$ cat src/rtl/hazard_sequencer.sv
// -----------------------------------------------------------------------------
// hazard_sequencer
//   Central stall/flush controller for the 5-stage pipeline. It merges
//   load-use hazard detection, the ID-stage taken-branch flush and a
//   data-memory miss FSM that freezes the whole pipeline until the refill
//   acknowledge arrives. It also keeps a saturating stall-cycle counter and a
//   sticky miss-timeout error flag.
//
// Parameters
//   MISS_TIMEOUT : MISS cycles without dmem_ack_i before err_o sets (>= 1)
//   CNT_W        : width of stall_cnt_o
//
// Ports
//   clk_i          in   clock, rising edge
//   rst_i          in   asynchronous active-low reset
//   start_i        in   CPU run enable; low holds everything
//   IFID_rs1_i     in   rs1 of instruction in ID
//   IFID_rs2_i     in   rs2 of instruction in ID
//   IDEX_MemRead_i in   instruction in EX is a load
//   IDEX_rd_i      in   rd of instruction in EX
//   branch_taken_i in   branch in ID resolved taken
//   dmem_req_i     in   MEM stage issues a load/store this cycle
//   dmem_hit_i     in   data cache hit for the current request
//   dmem_ack_i     in   memory refill complete (1-cycle pulse)
//   pc_write_o     out  PC write enable
//   ifid_stall_o   out  IF/ID stall
//   ifid_flush_o   out  IF/ID flush
//   idex_noop_o    out  bubble select into ID/EX
//   pipe_stall_o   out  global pipeline freeze
//   stall_cnt_o    out  saturating count of stalled cycles
//   err_o          out  sticky miss-timeout flag
// -----------------------------------------------------------------------------
module hazard_sequencer #(
    parameter int MISS_TIMEOUT = 1024,
    parameter int CNT_W        = 32
) (
    input  logic             clk_i,
    input  logic             rst_i,
    input  logic             start_i,
    input  logic [4:0]       IFID_rs1_i,
    input  logic [4:0]       IFID_rs2_i,
    input  logic             IDEX_MemRead_i,
    input  logic [4:0]       IDEX_rd_i,
    input  logic             branch_taken_i,
    input  logic             dmem_req_i,
    input  logic             dmem_hit_i,
    input  logic             dmem_ack_i,
    output logic             pc_write_o,
    output logic             ifid_stall_o,
    output logic             ifid_flush_o,
    output logic             idex_noop_o,
    output logic             pipe_stall_o,
    output logic [CNT_W-1:0] stall_cnt_o,
    output logic             err_o
);

    localparam int TMR_W = $clog2(MISS_TIMEOUT + 1);
    localparam logic [TMR_W-1:0] TMR_MAX  = TMR_W'(MISS_TIMEOUT);
    localparam logic [TMR_W-1:0] TMR_LAST = TMR_W'(MISS_TIMEOUT - 1);
    localparam logic [CNT_W-1:0] CNT_MAX  = {CNT_W{1'b1}};

    typedef enum logic [0:0] {
        ST_RUN  = 1'b0,
        ST_MISS = 1'b1
    } state_t;

    state_t           state_r;
    state_t           state_nxt_s;
    logic [TMR_W-1:0] timer_r;
    logic             err_r;
    logic [CNT_W-1:0] cnt_r;

    logic miss_now_s;
    logic miss_wait_s;
    logic load_use_s;
    logic freeze_s;
    logic pc_write_s;
    logic ifid_stall_s;
    logic ifid_flush_s;
    logic idex_noop_s;
    logic pipe_stall_s;
    logic stall_evt_s;

    // Hazard terms, next-state logic and prioritised control outputs
    always_comb begin
        miss_now_s   = 1'b0;
        miss_wait_s  = 1'b0;
        load_use_s   = 1'b0;
        freeze_s     = 1'b0;
        state_nxt_s  = state_r;
        pc_write_s   = 1'b0;
        ifid_stall_s = 1'b0;
        ifid_flush_s = 1'b0;
        idex_noop_s  = 1'b0;
        pipe_stall_s = 1'b0;

        // A new miss is only recognised in RUN; requests seen in MISS are ignored.
        miss_now_s = start_i & dmem_req_i & ~dmem_hit_i & (state_r == ST_RUN);
        // A MISS cycle that counts toward the timeout.
        miss_wait_s = start_i & (state_r == ST_MISS) & ~dmem_ack_i;
        load_use_s = IDEX_MemRead_i & (IDEX_rd_i != 5'd0) &
                     ((IDEX_rd_i == IFID_rs1_i) | (IDEX_rd_i == IFID_rs2_i));
        // Mealy freeze: the missing request cycle itself is already frozen.
        freeze_s = start_i & ((state_r == ST_MISS) | miss_now_s);

        case (state_r)
            ST_RUN: begin
                if (miss_now_s) begin
                    state_nxt_s = ST_MISS;
                end else begin
                    state_nxt_s = ST_RUN;
                end
            end
            ST_MISS: begin
                // While start_i is low the FSM holds, so the ack is not taken.
                if (start_i & dmem_ack_i) begin
                    state_nxt_s = ST_RUN;
                end else begin
                    state_nxt_s = ST_MISS;
                end
            end
            default: begin
                state_nxt_s = ST_RUN;
            end
        endcase

        if (!rst_i) begin
            pc_write_s = 1'b0;
        end else if (!start_i) begin
            ifid_stall_s = 1'b1;
        end else if (freeze_s) begin
            pipe_stall_s = 1'b1;
        end else if (load_use_s) begin
            // A taken branch in the same cycle re-resolves after the stall.
            ifid_stall_s = 1'b1;
            idex_noop_s  = 1'b1;
        end else if (branch_taken_i) begin
            pc_write_s   = 1'b1;
            ifid_flush_s = 1'b1;
        end else begin
            pc_write_s = 1'b1;
        end

        stall_evt_s = start_i & (pipe_stall_s | ifid_stall_s);
    end

    // FSM state register
    always_ff @(posedge clk_i or negedge rst_i) begin
        if (!rst_i) begin
            state_r <= ST_RUN;
        end else begin
            state_r <= state_nxt_s;
        end
    end

    // Miss timer and sticky timeout error
    always_ff @(posedge clk_i or negedge rst_i) begin
        if (!rst_i) begin
            timer_r <= '0;
            err_r   <= 1'b0;
        end else begin
            if (miss_now_s) begin
                timer_r <= '0;
            end else if (miss_wait_s && (timer_r < TMR_MAX)) begin
                timer_r <= timer_r + TMR_W'(1);
            end else begin
                timer_r <= timer_r;
            end
            // Set on the cycle the timer reaches the limit.
            if (miss_wait_s && (timer_r == TMR_LAST)) begin
                err_r <= 1'b1;
            end else begin
                err_r <= err_r;
            end
        end
    end

    // Saturating stall-cycle counter
    always_ff @(posedge clk_i or negedge rst_i) begin
        if (!rst_i) begin
            cnt_r <= '0;
        end else if (stall_evt_s && (cnt_r != CNT_MAX)) begin
            cnt_r <= cnt_r + CNT_W'(1);
        end else begin
            cnt_r <= cnt_r;
        end
    end

    assign pc_write_o   = pc_write_s;
    assign ifid_stall_o = ifid_stall_s;
    assign ifid_flush_o = ifid_flush_s;
    assign idex_noop_o  = idex_noop_s;
    assign pipe_stall_o = pipe_stall_s;
    assign stall_cnt_o  = cnt_r;
    assign err_o        = err_r;

endmodule

$ cat config.mk
export PLATFORM = sky130hd
export DESIGN_NAME = hazard_sequencer
export DESIGN_NICKNAME = d
export VERILOG_FILES = /design/src/rtl/hazard_sequencer.sv
export SDC_FILE = /design/constraint.sdc
export NUM_CORES = 1
export LEC_CHECK = 0
export ABC_AREA = 1
export BUFFER_PORTS_ARGS = -buffer_cell sky130_fd_sc_hd__buf_2
export CAP_MARGIN = 5
export CORE_AREA = 2 2 74 94
export CTS_CLUSTER_DIAMETER = 50
export CTS_CLUSTER_SIZE = 12
export DETAILED_ROUTE_END_ITERATION = 10
export DIE_AREA = 0 0 76 96
export PLACE_DENSITY = 0.75
export SLEW_MARGIN = 20
export SYNTH_ARGS = -nofsm -noshare
export SYNTH_HDL_FRONTEND = slang
export SYNTH_SLANG_ARGS = --single-unit
$ cat constraint.sdc
create_clock -name clk_i -period 1.6 [get_ports clk_i]
set_input_delay 0.24 -clock clk_i [delete_from_list [all_inputs] [get_ports clk_i]]
set_output_delay 0.24 -clock clk_i [all_outputs]
set_load 0.005 [all_outputs]
Yosys cells after proc, flatten, opt, wreduce, memory -nomap -nowiden. Cells that the tools add are included.

Word-level logic and storage cells: 55. Output and inout bits: 38. Input port bits: 23. Register bits: 45.

Add/subtract/negate cells: 2. Reductions and logical operators: 5. Muxes and demuxes: 23. Bitwise operators: 16. $lt $le $gt $ge: 1. Equal/unequal tests: 4.

Operators by type and width (count): adder 32 x 1 -> 32 bit (second input constant) (1); inequality test 32 bit (second input constant) (1); 2-to-1 mux 11 bit (2); 2-to-1 mux 1 bit (20); adder 11 x 1 -> 11 bit (second input constant) (1); == test 11 x 10 -> 1 bit (second input constant) (1); < comparator 11 bit (second input constant) (1); bitwise AND 1 bit (10); == test 5 bit (2); nonzero test 5 bit (1); logical AND 1 bit (3); inverter 1 bit (3); OR 1 bit (3); case mux 1 bit (2 select lines) (1); nonzero test 2 bit (1).

Logic depth before layout (Yosys ltp).
Depth in word-level cells: 11. Depth in mapped cells: 12. Gate-level depth less buffers: 11.

Least setup slack after synthesis. Ideal clock, no wire load.

Path kind: reg2reg. From: register cnt_r[0], in the netlist stall_cnt_o[0]. To: register cnt_r[10], in the netlist stall_cnt_o[10]. Library setup time: 0.117 ns. Data arrival time: 1.625 ns. Buffers on the path: 1. Clock period less this slack: 1.742 ns. Data required time: 1.483 ns. Path slack: -0.142 ns. Stages on the path, launching flop included: 10. Cell sequence: dfrtp_1 -> ha_1 -> nand3_2 -> nor2_4 -> nand2_2 -> nor2_2 -> nand4_2 -> buf_2 -> nand4_1 -> nand2_1.

Word-level cells in the longest chain between the ends: 2. Elaborated cells between the ends (all ways): 3. Classes of those cells: 1 x add/sub; 1 x eq/ne; 1 x reduce/logical.

Ends and longest elaborated chain: from (decl) (line 71) `logic [CNT_W-1:0] cnt_r;`; from (signal assigned) (line 183) `cnt_r <= cnt_r + CNT_W'(1);`; from (signal assigned) (line 185) `cnt_r <= cnt_r;`; branches (longest 2 deep; another with adder 32 x 1 -> 32 bit).

Several ways; the timed one is not identified. A chain may end at the register's enable or synchronous reset.

Worst setup path after layout.
From: register cnt_r[1], in the netlist stall_cnt_o[1]. To: register cnt_r[9], in the netlist stall_cnt_o[9].

Same word-level chain as after synthesis.

==> load_flow_metrics.sql <==
INSERT INTO impl_metrics (metric_group, metric, value, unit) VALUES
('outcome', 'outcome', 'finished with violations', ''),
('outcome', 'violated_checks', 'setup timing', ''),
('clock_network', 'tritoncts', 'yes', ''),
('finish', 'antenna_cells_inserted', '0', ''),
('critical_path', 'timing.setup.critical_path_class', 'reg2reg', ''),
('die', 'die_height', '96', 'µm'),
('global_route', 'first_global_vias', '3325', ''),
('logic_synthesis', 'yosys.cell_types.count', '25', ''),
('die', 'count_of_boundary_i_o_pins', '61', ''),
('clock_network', 'clockRootBuffer', 'sky130_fd_sc_hd__clkbuf_8', ''),
('critical_path', 'worstPathRequired', '1.84', 'ns'),
('clock_network', 'numClockSinks', '45', ''),
('global_route', 'grt.overflow.total', '0', ''),
('clock_network', 'clk-insertion-delay-late', '0.31', 'ns'),
('finish', 'n_fill_cell', '567', ''),
('logic_synthesis', 'synth_largest_type_area_fraction', '0.359', ''),
('clock_network', 'clkTransAtPathRegs', '0.10', 'ns'),
('timing', 'fin_worst_hold_slack', '0.0865', 'ns'),
('power_and_ir_drop', 'total_power', '2.87', 'mW'),
('clock_network', 'numCtsBuffers', '5', ''),
('global_route', 'initial_antenna_violation_count', '0', ''),
('logic_synthesis', 'syn-instance-count', '484', ''),
('placement', 'gp_routability_congestion', '0.940', ''),
('route', 'routed_wl', '9370', 'µm'),
('logic_synthesis', 'yosysWarnings', '0', ''),
('global_route', 'grt_first_pass_wirelength', '14900', 'µm'),
('route', 'antenna_left', '0', ''),
('logic_synthesis', 'dominantRegCellSynth', 'sky130_fd_sc_hd__dfrtp_1', ''),
('power_and_ir_drop', 'p_per_area', '665', 'mW/mm²'),
('timing', 'final_critical_period', '1.61', 'ns'),
('clock_network', 'cts_max_path_buffers', '2', ''),
('critical_path', 'data_arrival_critical_path', '1.85', 'ns'),
('global_route', 'total_global_routing_track_utilization', '0.254', ''),
('timing', 'slew_viol_final', '0', ''),
('placement', 'buffer_ports.inserted', '60', ''),
('timing', 'timing.fmax', '621', 'MHz'),
('die', 'fp.coreArea', '0.00640', 'mm²'),
('finish', 'synthToLayoutAreaGrowth', '37.5', '%'),
('hold_path', 'min_delay_worst_type', 'in2async', ''),
('timing', 'worst_case_setup_margin_in_the_final_layout', '-0.0104', 'ns'),
('route', 'post_detailed_route_drc_marker_count', '0', ''),
('timing', 'layout_worst_path_cycle_share', '1.01', ''),
('finish', 'post_route_cells_drive_above_1_share', '0.305', ''),
('route', 'num_vias', '3513', ''),
('finish', 'final_common_cell', 'sky130_fd_sc_hd__nand2_1', ''),
('placement', 'dpl-instance-area', '0.00392', 'mm²'),
('power_and_ir_drop', 'vdd.ir_drop.worst', '434', 'µV'),
('critical_path', 'worst_r2r_endpoint', 'stall_cnt_o[9]', ''),
('critical_path', 'r2r_start', 'stall_cnt_o[1]', ''),
('critical_path', 'rr_worst_depth', '10', ''),
('die', 'floorplan.rows', '33', ''),
('die', 'fp.dieW', '76', 'µm'),
('logic_synthesis', 'synth.top_cells.by_area', 'sky130_fd_sc_hd__dfrtp_1 (36%), sky130_fd_sc_hd__nand2_1 (24%), sky130_fd_sc_hd__nor2_1 (8.4%)', ''),
('die', 'floorplan.die_area', '0.00730', 'mm²'),
('die', 'initial_core_util', '0.490', ''),
('global_route', 'maximum_number_of_pins_on_one_net_before_global_route_repair', '46', ''),
('finish', 'mostFrequentLayoutCells', 'sky130_fd_sc_hd__nand2_1 (176), sky130_fd_sc_hd__nor2_1 (61), sky130_fd_sc_hd__buf_2 (60)', ''),
('finish', 'postLayoutCellArea', '0.00431', 'mm²'),
('timing', 'worst_slew_margin_rel', '0.616', ''),
('route', 'viasPerCell', '5.08', ''),
('clock_network', 'h-tree-depth', '2', ''),
('clock_network', 'ctsHoldBuffers', '0', ''),
('critical_path', 'crit_fanout', '6', ''),
('timing', 'clock-skew-final', '0.00940', 'ns'),
('timing', 'setup_failing_eps_final', '4', ''),
('logic_synthesis', 'synth-edff-count', '0', ''),
('logic_synthesis', 'synth_seq_cells', '45', ''),
('logic_synthesis', 'netlist_area', '0.00314', 'mm²'),
('route', 'routed_wire_length_per_instance', '13.6', 'µm'),
('route', 'firstDrtPassIters', '5', ''),
('critical_path', 'critPathCaptureType', 'flop', '');
## synth_stat cells (3+ instances only)
master and instances:
sky130_fd_sc_hd__nand2_1 200, sky130_fd_sc_hd__nor2_1 70, sky130_fd_sc_hd__dfrtp_1 45, sky130_fd_sc_hd__inv_1 41, sky130_fd_sc_hd__nand4_1 36, sky130_fd_sc_hd__nand3_1 13
sky130_fd_sc_hd__nand3b_1 11, sky130_fd_sc_hd__xor2_1 11, sky130_fd_sc_hd__a21oi_1 9, sky130_fd_sc_hd__nor3_1 9, sky130_fd_sc_hd__xnor2_1 7, sky130_fd_sc_hd__buf_2 6
sky130_fd_sc_hd__o21ai_0 5, sky130_fd_sc_hd__buf_6 3, sky130_fd_sc_hd__clkbuf_1 3, sky130_fd_sc_hd__nor2_2 3
## layout make-up
cell class / count / area [µm²] / share of cell area
clock inverters: 3 / 25.0 / 0.00580
flip-flops and latches: 45 / 1130 / 0.262
inverters: 42 / 158 / 0.0365
clock buffers: 5 / 68.8 / 0.0160
well taps: 87 / 109 / 0.0252
multi-input cells: 385 / 1950 / 0.453
repair buffers: 124 / 872 / 0.202
## report_power, final
group	switching, mW	total (mW)	internal [mW]
registers	0.105	1.33	1.23
clock network	0.433	0.749	0.316
logic	0.425	0.785	0.360
total	0.963	2.87	1.90
## sequential cells by signal, indices dropped and copies added, names as in the netlist
| signal | flops |
|---|---|
| state_r | 1 |
| stall_cnt_o | 32 |
| err_o | 1 |
| timer_r | 11 |
## worst max path at each step
stage	startpoint	to	cells after the start
after floorplan	stall_cnt_o[1]	stall_cnt_o[2]	10
after global placement	stall_cnt_o[28]	stall_cnt_o[27]	6
after detailed placement	stall_cnt_o[27]	stall_cnt_o[26]	6
after CTS	state_r	ifid_flush_o	6
after global routing	stall_cnt_o[14]	stall_cnt_o[29]	9
final	stall_cnt_o[1]	stall_cnt_o[9]	10
## routing by layer
metal,vias up,global-route usage,part of all wire
li1,1783,-,-
met1,1613,0.297,0.41
met2,103,0.485,0.52
met3,14,0.0328,0.053
met4,0,0.0864,0.021
met5,-,0,0
## cell families after synthesis
family,synth area share
flops,0.359
compound gates,0.0223
buf+inv,0.0742
simple gates,0.486
fa+ha+maj,0.00797
xor+xnor,0.0502
## metrics by stage
| stage | worst slack, ns | TNS [ns] | cells |
|---|---|---|---|
| global placement | -0.0329 | -0.608 | 673 |
| detailed placement | -0.0400 | -0.659 | 673 |
| floorplan | -0.0310 | -0.841 | 484 |
| global route | -0.108 | -3.01 | 691 |
| CTS | 0.00206 | 0 | 685 |
| finish | -0.0104 | -0.0248 | 691 |
## worst max-delay path: stages, from the launching register on
cell and delay [ns]:
sky130_fd_sc_hd__dfrtp_1 0.41, sky130_fd_sc_hd__ha_4 0.16, sky130_fd_sc_hd__nand3_4 0.08, sky130_fd_sc_hd__nor2_4 0.10, sky130_fd_sc_hd__nand2_2 0.07, sky130_fd_sc_hd__nor2_4 0.10
sky130_fd_sc_hd__nand4_4 0.14, sky130_fd_sc_hd__nand3_4 0.19, sky130_fd_sc_hd__clkbuf_16 0.19, sky130_fd_sc_hd__nand2_1 0.05, sky130_fd_sc_hd__nand2_1 0.05
## what timing repair did
| item | CTS | global route |
|---|---|---|
| endpoints found under the setup margin | 36 | 40 |
| gates cloned | 0 | 4 |
| setup buffers | 4 | 3 |
| pin swaps | 2 | 11 |
| gates resized for setup | 8 | 49 |
Note: power is estimated with default switching activity, not from simulation.
